## config.mk

```make
export PLATFORM = sky130hd
export DESIGN_NAME = forward_hazard_unit_flat
export DESIGN_NICKNAME = d
export VERILOG_FILES = /design/src/rtl/forward_hazard_unit_if.sv /design/src/rtl/forward_hazard_unit.sv /design/src/flat_wrapper.sv
export SDC_FILE = /design/constraint.sdc
export NUM_CORES = 1
export LEC_CHECK = 0
export ABC_AREA = 1
export BUFFER_PORTS_ARGS = -buffer_cell sky130_fd_sc_hd__buf_4
export CAP_MARGIN = 20
export CORE_ASPECT_RATIO = 0.6
export CORE_MARGIN = 5
export CORE_UTILIZATION = 45
export CTS_CLUSTER_DIAMETER = 40
export DETAILED_ROUTE_END_ITERATION = 8
export MAX_ROUTING_LAYER = met4
export PLACE_DENSITY = 0.64
export SLEW_MARGIN = 20
export SYNTH_ARGS = -nofsm -noshare
export SYNTH_HDL_FRONTEND = slang
export SYNTH_SLANG_ARGS = --single-unit
```

## constraint.sdc

```tcl
create_clock -name Clk -period 2.05 [get_ports Clk]
set_input_delay 0 -clock Clk [delete_from_list [all_inputs] [get_ports Clk]]
set_output_delay 0 -clock Clk [all_outputs]
set_load 0.1 [all_outputs]
```

## src/rtl/forward_hazard_unit_if.sv

```systemverilog
// Bundle between the ID/EX pipeline control and the forwarding/hazard unit.
// The pipeline drives the ID-stage fields; the unit returns the mux selects and stall control.
interface forward_hazard_unit_if #(
  parameter int REG_ADDR_W = 5
);
  logic [REG_ADDR_W-1:0] ID_Rs;
  logic [REG_ADDR_W-1:0] ID_Rt;
  logic                  ID_UsesRt;
  logic [REG_ADDR_W-1:0] ID_Dest;
  logic                  ID_RegWrite;
  logic                  ID_MemRead;
  logic                  Flush;
  logic [1:0]            ForwardA;
  logic [1:0]            ForwardB;
  logic                  Stall;
  logic                  Bubble;

  modport master (
    output ID_Rs, ID_Rt, ID_UsesRt, ID_Dest, ID_RegWrite, ID_MemRead, Flush,
    input  ForwardA, ForwardB, Stall, Bubble
  );

  modport slave (
    input  ID_Rs, ID_Rt, ID_UsesRt, ID_Dest, ID_RegWrite, ID_MemRead, Flush,
    output ForwardA, ForwardB, Stall, Bubble
  );
endinterface

```

## src/rtl/forward_hazard_unit.sv

```systemverilog
// EX-stage operand forwarding selects and load-use stall detection, driven from
// shadow copies of the destination/writeback info held in ID/EX, EX/MEM and MEM/WB.
module forward_hazard_unit #(
  parameter int REG_ADDR_W = 5
) (
  input  logic                 Clk,
  input  logic                 Rst,
  forward_hazard_unit_if.slave hz
);

  logic [REG_ADDR_W-1:0] r_ex_rs;
  logic [REG_ADDR_W-1:0] r_ex_rt;
  logic [REG_ADDR_W-1:0] r_ex_dest;
  logic                  r_ex_regwrite;
  logic                  r_ex_memread;
  logic [REG_ADDR_W-1:0] r_mem_dest;
  logic                  r_mem_regwrite;
  logic [REG_ADDR_W-1:0] r_wb_dest;
  logic                  r_wb_regwrite;

  logic w_hazard;
  logic w_bubble;
  logic w_mem_valid;
  logic w_wb_valid;

  // A register-0 destination is never a real producer.
  assign w_mem_valid = r_mem_regwrite && (r_mem_dest != '0);
  assign w_wb_valid  = r_wb_regwrite  && (r_wb_dest  != '0);

  assign w_hazard = r_ex_memread && (r_ex_dest != '0) &&
                    ((r_ex_dest == hz.ID_Rs) || (hz.ID_UsesRt && (r_ex_dest == hz.ID_Rt)));
  assign w_bubble = w_hazard || hz.Flush;

  assign hz.Stall  = w_hazard && !hz.Flush;
  assign hz.Bubble = w_bubble;

  // Operand 0 is A (rs), operand 1 is B (rt); EX/MEM wins over MEM/WB.
  genvar gi;
  generate
    for (gi = 0; gi < 2; gi++) begin : g_fwd
      logic [REG_ADDR_W-1:0] w_src;
      logic [1:0]            w_sel;

      assign w_src = (gi == 0) ? r_ex_rs : r_ex_rt;

      always_comb begin
        w_sel = 2'b00;
        if (w_mem_valid && (r_mem_dest == w_src)) begin
          w_sel = 2'b10;
        end else if (w_wb_valid && (r_wb_dest == w_src)) begin
          w_sel = 2'b01;
        end
      end
    end
  endgenerate

  assign hz.ForwardA = g_fwd[0].w_sel;
  assign hz.ForwardB = g_fwd[1].w_sel;

  always_ff @(posedge Clk or negedge Rst) begin
    if (!Rst) begin
      r_ex_rs        <= '0;
      r_ex_rt        <= '0;
      r_ex_dest      <= '0;
      r_ex_regwrite  <= 1'b0;
      r_ex_memread   <= 1'b0;
      r_mem_dest     <= '0;
      r_mem_regwrite <= 1'b0;
      r_wb_dest      <= '0;
      r_wb_regwrite  <= 1'b0;
    end else begin
      r_wb_dest      <= r_mem_dest;
      r_wb_regwrite  <= r_mem_regwrite;
      r_mem_dest     <= r_ex_dest;
      r_mem_regwrite <= r_ex_regwrite;
      if (w_bubble) begin
        r_ex_rs       <= '0;
        r_ex_rt       <= '0;
        r_ex_dest     <= '0;
        r_ex_regwrite <= 1'b0;
        r_ex_memread  <= 1'b0;
      end else begin
        r_ex_rs       <= hz.ID_Rs;
        r_ex_rt       <= hz.ID_Rt;
        r_ex_dest     <= hz.ID_Dest;
        r_ex_regwrite <= hz.ID_RegWrite;
        r_ex_memread  <= hz.ID_MemRead;
      end
    end
  end

endmodule

```

## src/flat_wrapper.sv

```systemverilog
// flat-port wrapper written by rule: the top's interface ports become plain ports
module forward_hazard_unit_flat 
#(
  parameter int REG_ADDR_W = 5
)
  (Clk, Rst, hz_ID_Rs, hz_ID_Rt, hz_ID_UsesRt, hz_ID_Dest, hz_ID_RegWrite, hz_ID_MemRead, hz_Flush, hz_ForwardA, hz_ForwardB, hz_Stall, hz_Bubble);
  forward_hazard_unit_if #(.REG_ADDR_W(REG_ADDR_W)) hz_i ();
  input  logic Clk;
  input  logic Rst;
  input wire logic [$bits(hz_i.ID_Rs)-1:0] hz_ID_Rs;
  input wire logic [$bits(hz_i.ID_Rt)-1:0] hz_ID_Rt;
  input wire logic [$bits(hz_i.ID_UsesRt)-1:0] hz_ID_UsesRt;
  input wire logic [$bits(hz_i.ID_Dest)-1:0] hz_ID_Dest;
  input wire logic [$bits(hz_i.ID_RegWrite)-1:0] hz_ID_RegWrite;
  input wire logic [$bits(hz_i.ID_MemRead)-1:0] hz_ID_MemRead;
  input wire logic [$bits(hz_i.Flush)-1:0] hz_Flush;
  output wire logic [$bits(hz_i.ForwardA)-1:0] hz_ForwardA;
  output wire logic [$bits(hz_i.ForwardB)-1:0] hz_ForwardB;
  output wire logic [$bits(hz_i.Stall)-1:0] hz_Stall;
  output wire logic [$bits(hz_i.Bubble)-1:0] hz_Bubble;
  assign hz_i.ID_Rs = hz_ID_Rs;
  assign hz_i.ID_Rt = hz_ID_Rt;
  assign hz_i.ID_UsesRt = hz_ID_UsesRt;
  assign hz_i.ID_Dest = hz_ID_Dest;
  assign hz_i.ID_RegWrite = hz_ID_RegWrite;
  assign hz_i.ID_MemRead = hz_ID_MemRead;
  assign hz_i.Flush = hz_Flush;
  assign hz_ForwardA = hz_i.ForwardA;
  assign hz_ForwardB = hz_i.ForwardB;
  assign hz_Stall = hz_i.Stall;
  assign hz_Bubble = hz_i.Bubble;
  forward_hazard_unit #(.REG_ADDR_W(REG_ADDR_W)) u_core (.Clk(Clk), .Rst(Rst), .hz(hz_i));
endmodule
```

-- Word-level counts from Yosys, hierarchy flattened
Cells that the tools add are included.
- $add $sub $neg: 0
- multipliers: 0
- div/mod/pow operators: 0
- $lt $le $gt $ge: 0
- equality and inequality tests: 6
- shifts and indexed selects: 0
- mux-type cells: 9
- bitwise gates (word level): 0
- reduce and logical (&&, ||, !) cells: 16
- operators by type and width (operator ; count):
    $eq A5 B5 Y1 ; 6
    $mux W5 ; 3
    $reduce_bool A5 Y1 ; 3
    $logic_and A1 B1 Y1 ; 10
    $mux W1 ; 4
    $mux W2 ; 2
    $logic_or A1 B1 Y1 ; 2
    $logic_not A1 Y1 ; 1
- register bits after elaboration: 29
- bits in latches: 0
- RAM bits: 0
- bits in read-only memories: 0
- bits of input ports: 21
- output and inout bits: 6
- logic and storage cells: 40
- memories: 0

-- Longest topological paths before layout
Gate-level depths: netlist of the first run.
- depth after elaboration: 6
- gate-level depth with buffers: 10
- depth with buffers taken out: 9

-- Worst setup path before layout of the first run
Ideal clock, no wire load.
- path kind: reg2out
- start point: register u_core.r_mem_dest[0]
- end point: output hz_ForwardB[0]
- arrival: 4025 ps
- data required time: 2050 ps
- path slack: -1975 ps
- cell stages (with the launch flop): 5
- path buffers: 0
- cell sequence: dfrtp_1 > xnor2_1 > nand4_1 > nor3_1 > nor2_1
- word-level cells in the longest chain between the ends: 4
- elaborated cells on any way between the ends: 5
- classes of those cells: eq/ne (1); mux (1); reduce/logical (3)
- ends and longest elaborated chain (what ; line ; RTL):
    start, declared ; forward_hazard_unit.sv:16 ; logic [REG_ADDR_W-1:0] r_mem_dest;
    start signal, assigned ; forward_hazard_unit.sv:74 ; r_mem_dest <= r_ex_dest;
    $reduce_bool A5 Y1 ; forward_hazard_unit.sv:27 ; assign w_mem_valid = r_mem_regwrite && (r_mem_dest != '0);
    $logic_and A1 B1 Y1 ; forward_hazard_unit.sv:27 ;
    $logic_and A1 B1 Y1 (*) ; forward_hazard_unit.sv:48 ; if (w_mem_valid && (r_mem_dest == w_src)) begin
    $mux W2 (*) ; forward_hazard_unit.sv:48 ;
    end, declared ; flat_wrapper.sv:18 ; output wire logic [$bits(hz_i.ForwardB)-1:0] hz_ForwardB;
Mark *: on every way between the ends. The rest lies on a longest branch, timed or not.

-- Final worst setup path of the first run
- start point: register u_core.r_ex_dest[2]
- end point: output hz_Bubble
- word-level cells in the longest chain between the ends: 5
- elaborated cells on any way between the ends: 8
- classes of those cells: eq/ne (2); reduce/logical (6)
- ends and longest elaborated chain (what ; line ; RTL):
    start, declared ; forward_hazard_unit.sv:13 ; logic [REG_ADDR_W-1:0] r_ex_dest;
    start signal, assigned ; forward_hazard_unit.sv:85 ; r_ex_dest <= hz.ID_Dest;
    $eq A5 B5 Y1 ; forward_hazard_unit.sv:31 ; ((r_ex_dest == hz.ID_Rs) || (hz.ID_UsesRt && (r_ex_dest == hz.ID_Rt)));
    $logic_and A1 B1 Y1 ; forward_hazard_unit.sv:31 ;
    $logic_or A1 B1 Y1 ; forward_hazard_unit.sv:31 ;
    $logic_and A1 B1 Y1 (*) ; forward_hazard_unit.sv:30 ; assign w_hazard = r_ex_memread && (r_ex_dest != '0) &&
    $logic_or A1 B1 Y1 (*) ; forward_hazard_unit.sv:32 ; assign w_bubble = w_hazard || hz.Flush;
    end, declared ; flat_wrapper.sv:20 ; output wire logic [$bits(hz_i.Bubble)-1:0] hz_Bubble;
Marked as above.

==> results of run 1 <==
==> power breakdown <==
| group | switching (mW) | internal, mW | total [mW] |
|---|---|---|---|
| clock network | 0.219 | 0.233 | 0.452 |
| registers | 0.0307 | 0.603 | 0.634 |
| logic | 0.110 | 0.101 | 0.211 |
==> worst paths after layout <==
kind | startpoint | endpoint
max | u_core.r_ex_dest[2] | hz_Bubble
min reg2reg | u_core.r_ex_regwrite | u_core.r_mem_regwrite
min in group asynchronous | Rst | u_core.r_ex_dest[2]
max in group asynchronous | Rst | u_core.r_wb_regwrite
max reg2reg | u_core.r_ex_dest[2] | u_core.g_fwd[0].w_src[4]
min | hz_Flush | u_core.g_fwd[0].w_src[3]
==> stage by stage <==
step	util [%]	instance area (sq um)
3_3_place_gp	56.67	1617
4_1_cts	66.01	1883
3_5_place_dp	56.67	1617
5_1_grt	66.01	1883
2_1_floorplan	-	1373
6_report	66.01	1883
==> cell usage after synthesis <==
| cell type | count |
|---|---|
| nand2_4 | 1 |
| nor2_1 | 29 |
| o21ai_0 | 3 |
| inv_2 | 1 |
| xnor2_1 | 11 |
| nand2_1 | 29 |
| xor2_1 | 10 |
| dfrtp_1 | 29 |
| nand3_1 | 3 |
| nor3_1 | 4 |
| buf_6 | 1 |
| nand2_2 | 1 |
| inv_1 | 24 |
| nor2_2 | 2 |
| nand4_1 | 4 |
==> layer usage <==
metal	global-route usage, %	vias to the layer above	part of all wire (%)
met3	5.842	7	5.8
li1	-	552	-
met4	7.584	0	1.9
met1	19.18	446	47
met5	-	-	0
met2	24.73	27	46
==> kinds of logic after synthesis <==
| group | count (synthesis) | synth area share, % |
|---|---|---|
| compound gates | 3 | 1.122 |
| xor+xnor | 21 | 13.75 |
| buf+inv | 26 | 7.858 |
| flops | 29 | 54.26 |
| simple gates | 73 | 23.01 |
==> critical path: stages (launching register included) <==
cell	delay [ns]
dfrtp_1	0.40
inv_1	0.10
nand2_1	0.07
nand2_1	0.05
nor2_1	0.09
nand3_1	0.08
nand2_1	0.08
nand2_2	0.07
nand2_4	0.18
buf_4	0.33
==> area by class of cell <==
cell class	count	area [sq um]	area share, %
clock buffers	5	68.82	3.654
multi-input cells	97	541.8	28.77
flip-flops and latches	29	725.7	38.54
well taps	42	52.55	2.791
clock inverters	3	17.52	0.9302
repair buffers	45	382.9	20.33
inverters	25	93.84	4.983
==> what timing repair did <==
item,CTS,global route
endpoints found under the setup margin,0,0
hold endpoints to repair,46,0
setup buffers,0,0
hold buffers,18,0
==> registers in the layout, indices dropped and copies added (netlist names) <==
register,count
u_core.r_ex_dest,5
u_core.r_wb_regwrite,1
u_core.r_mem_regwrite,1
u_core.r_ex_regwrite,1
u_core.r_wb_dest,5
u_core.r_mem_dest,5
u_core.r_ex_memread,1
u_core.g_fwd.w_src,10
==> flow_summary.ini, run 1 <==
[outcome]
status = completed

[power_and_ir_drop]
ir_drop_mv = 0.4398
powerDensity_nw_per_um2 = 689.0
leakage_nw = 1.008
report.power.total_mw = 1.297

[sta]
tns_ns = 0
hold_viol_final = 0
rsz0062_at_grt = no
drv_slew = 0
setup-violations-final = 0
min_period_ns = 1.735
fin_skew_ns = 0.002993
fin_ws_ns = 0.3147
hold_slack_ns = 0.1206
fmax_ghz = 0.5763
finalCritPeriodShare_pct = 84.65
worstMarginPinSlew_ns = 0.3466
maxSlewHeadroom_pct = 76.89

[cells_and_area]
syn_to_final_growth_pct = 40.79
antenna_cells = 0
nets = 224
drive_above_1_share_pct = 22.06
final_cell_mix = 29 x nand2_1, 29 x dfrtp_1, 27 x buf_4
fillerInstances = 232
fin_cells = 246

[grt]
grt_max_degree = 30
grtUsageTotal_pct = 16.13
grt_pass1_vias = 1055
overflow = 0
grt_pass1_wl_microns = 4636
antenna_found_initial = 0

[synthesis]
yosysSeqAreaShare_pct = 54.26
ys_ff_latch = 29
syn-mean-instance-area_sq_um = 8.800
synth_nets = 173
syn_area_sq_um = 1338
synth.largest_area_cell = dfrtp_1
syn_inst = 152
synthTopCellsByArea = dfrtp_1 54%, nand2_1 8.1%, nor2_1 8.1%
ys_warn_count = 0
synth_top_area_share_pct = 54.26
synth_cell_types = 15

[drt]
vias = 1032
drt_wl_total_microns = 2678
drc_errors = 0
routedWlPerCell_microns = 10.89
drt-initial-drc-count = 29
ant_nets = 0
first_pass_iters = 4
viasPerCell = 4.195

[worst_setup_path]
ff2ff_path_depth = 7
end_kind = primary output
crit_type = flop to primary output
start_kind = flop
critPathMaxFanout = 18
critPathArrivalTime_ns = 1.74
regToRegSetupSlack_ns = 0.68
crit_required_ns = 2.05

[place]
dp.cells = 220
hpwlAfterDp_microns = 1955
place_ws_ns = 0.6148
place.port_buffers = 26
routabilityCongestion = 0.8130

[cts]
cts_buffers = 5
cts_buffer_depth = 2
clock_latency_ns = 0.28
numClockSinks = 29
root_buffer = clkbuf_8
h-tree-depth = 2
cts-resized-gates = 0
clkTransAtPathRegs_ns = 0.06
cts_tree = built

[run]
maxCapViolations = 0

[floorplan]
ioPinCount = 27
die_w_microns = 80.39
row_count = 15
die_h_microns = 52.23
fp.dieArea_sq_um = 4199
core_area_sq_um = 2853
start_util_pct = 46.89

[worst_hold_path]
hold_class = primary input to flop
hold_path_depth = 4
No activity file was read; power rests on OpenSTA's default activity.
==> run 2: changes to the inputs <==
PLACE_DENSITY = 0.67   (was 0.64)
clock period = 1.5 ns   (was 2.05 ns; I/O delays follow)
==> run 2 against run 1 <==
The run now ends with negative setup slack left. Critical path depth unchanged. Non-clock buffer count grew 5. Cell area grew 8.2%.
==> flow_summary.ini, run 2 (synthesis gave the netlist of run 1 again) <==
[power_and_ir_drop]
leakage_nw = 1.058
powerDensity_nw_per_um2 = 876.0
ir_drop_mv = 0.4973

[cts]
clock_latency_ns = 0.27
numClockSinks = 29
root_buffer = clkbuf_8
cts_buffer_depth = 2
h-tree-depth = 2
cts_tree = built
cts_buffers = 5
clkTransAtPathRegs_ns = 0.06

[worst_setup_path]
critPathArrivalTime_ns = 1.59
start_kind = flop
r2r_start = u_core.r_ex_dest[0]
critPathMaxFanout = 5
crit_type = flop to primary output
end_kind = primary output
critical_path.startpoint = u_core.r_ex_dest[0]
crit_required_ns = 1.50

[floorplan]
row_count = 15
die_h_microns = 52.23
core_area_sq_um = 2853
start_util_pct = 46.89
ioPinCount = 27
fp.dieArea_sq_um = 4199
die_w_microns = 80.39

[grt]
grt_pass1_wl_microns = 5002
grtUsageTotal_pct = 16.65
antenna_found_initial = 0
grt_pass1_vias = 1163
grt_max_degree = 30
overflow = 0

[worst_hold_path]
hold_class = primary input to flop
min_from = hz_ID_Rs[1]

[cells_and_area]
syn_to_final_growth_pct = 52.39
drive_above_1_share_pct = 28.71
final_util_pct = 71.45
antenna_cells = 0
final_cell_mix = 28 x nand2_1, 28 x buf_4, 25 x dfrtp_1
design_area_sq_um = 2038
nets = 229
largest_reg_flops = 10
fillerInstances = 211

[place]
dpl-instance-area_sq_um = 1642
place.port_buffers = 26
routabilityCongestion = 0.8262
hpwlAfterDp_microns = 2182

[drt]
drt-initial-drc-count = 30
drt_wl_total_microns = 2994
routedWlPerCell_microns = 11.93
first_pass_iters = 4
vias = 1116
ant_nets = 0
drc_errors = 0
viasPerCell = 4.446

[sta]
fin_skew_ns = 0.004748
fmax_ghz = 0.6294
drv_slew = 0
worstMarginPinSlew_ns = 0.3519
setup-violations-final = 6
rsz0062_at_grt = yes
fin_ws_ns = -0.08884
finalCritPeriodShare_pct = 105.9
hold_slack_ns = 0.01845
hold_viol_final = 0
maxSlewHeadroom_pct = 76.54
min_period_ns = 1.589

[outcome]
violations = negative setup slack
status = finished, violations left

[run]
maxCapViolations = 0
[run 2: cell types whose count changed in the layout (fill, tap and decap cells not counted), moves of 3 or more]
cell,change
clkbuf_1,+3
buf_12,+6
nor2_4,+4
nor2_1,-5
dfrtp_1,-4
dfrtp_2,+4
[run 2: worst paths after layout]
kind,end,slack (ns),cells past startpoint
hold / removal,u_core.g_fwd[0].w_src[1],0.02,3
min in group asynchronous,u_core.g_fwd[0].w_src[0],0.19,2
max in group asynchronous,u_core.r_mem_dest[3],1.03,2
setup reg to reg,u_core.g_fwd[0].w_src[1],0.04,10
hold reg to reg,u_core.r_mem_regwrite,0.36,0
setup / recovery,hz_Stall,-0.09,9
[run 2: final cells by class]
type                       count  area [sq um]  area share, %
clock buffer                   8         80.08          3.929
inverter                      25         93.84          4.604
sequential                    29         730.7          35.85
tap                           42         52.55          2.578
multi-input combinational     97         590.6          28.97
timing repair buffer          50         490.5          24.06
[run 2: power by group]
part           switching [mW]  total, mW  internal, mW
clock                   0.255      0.583         0.328
combinational           0.168      0.331         0.163
sequential             0.0450      0.871         0.826
total                   0.468       1.79          1.32
[run 2: per-layer routing]
layer | vias to the layer above | GRT usage [%] | part of all wire (%)
met5 | - | - | 0
met4 | 0 | 3.371 | 0.47
met3 | 2 | 5.155 | 5.4
met2 | 33 | 27.88 | 50
met1 | 518 | 20.22 | 44
li1 | 563 | - | -
[run 2: what timing repair did]
action,in CTS,in global routing
pin swaps,5,4
endpoints found under the setup margin,6,14
hold buffers,16,0
setup buffers,2,5
resized for setup,19,16
endpoints found under the hold margin,44,0
[run 2: per-stage QoR]
step                instances  TNS [ns]  total power, mW  worst slack (ns)
finish                    251   -0.2600            1.786          -0.08884
global route              251    -1.347            1.880           -0.2064
CTS                       248   -0.3351            1.790          -0.08120
detailed placement        222         0            1.145            0.1131
global placement          222         0            1.139           0.08996
floorplan                 152   -0.9401            1.040           -0.4017
[run 2: critical path: stages, from the launching register on]
cell     delay (ns)
dfrtp_1        0.40
inv_1          0.08
nand2_1        0.06
nand2_1        0.06
nor2_1         0.13
nand3_1        0.11
nand2_2        0.10
nand2_4        0.08
nor2_4         0.12
buf_12         0.18
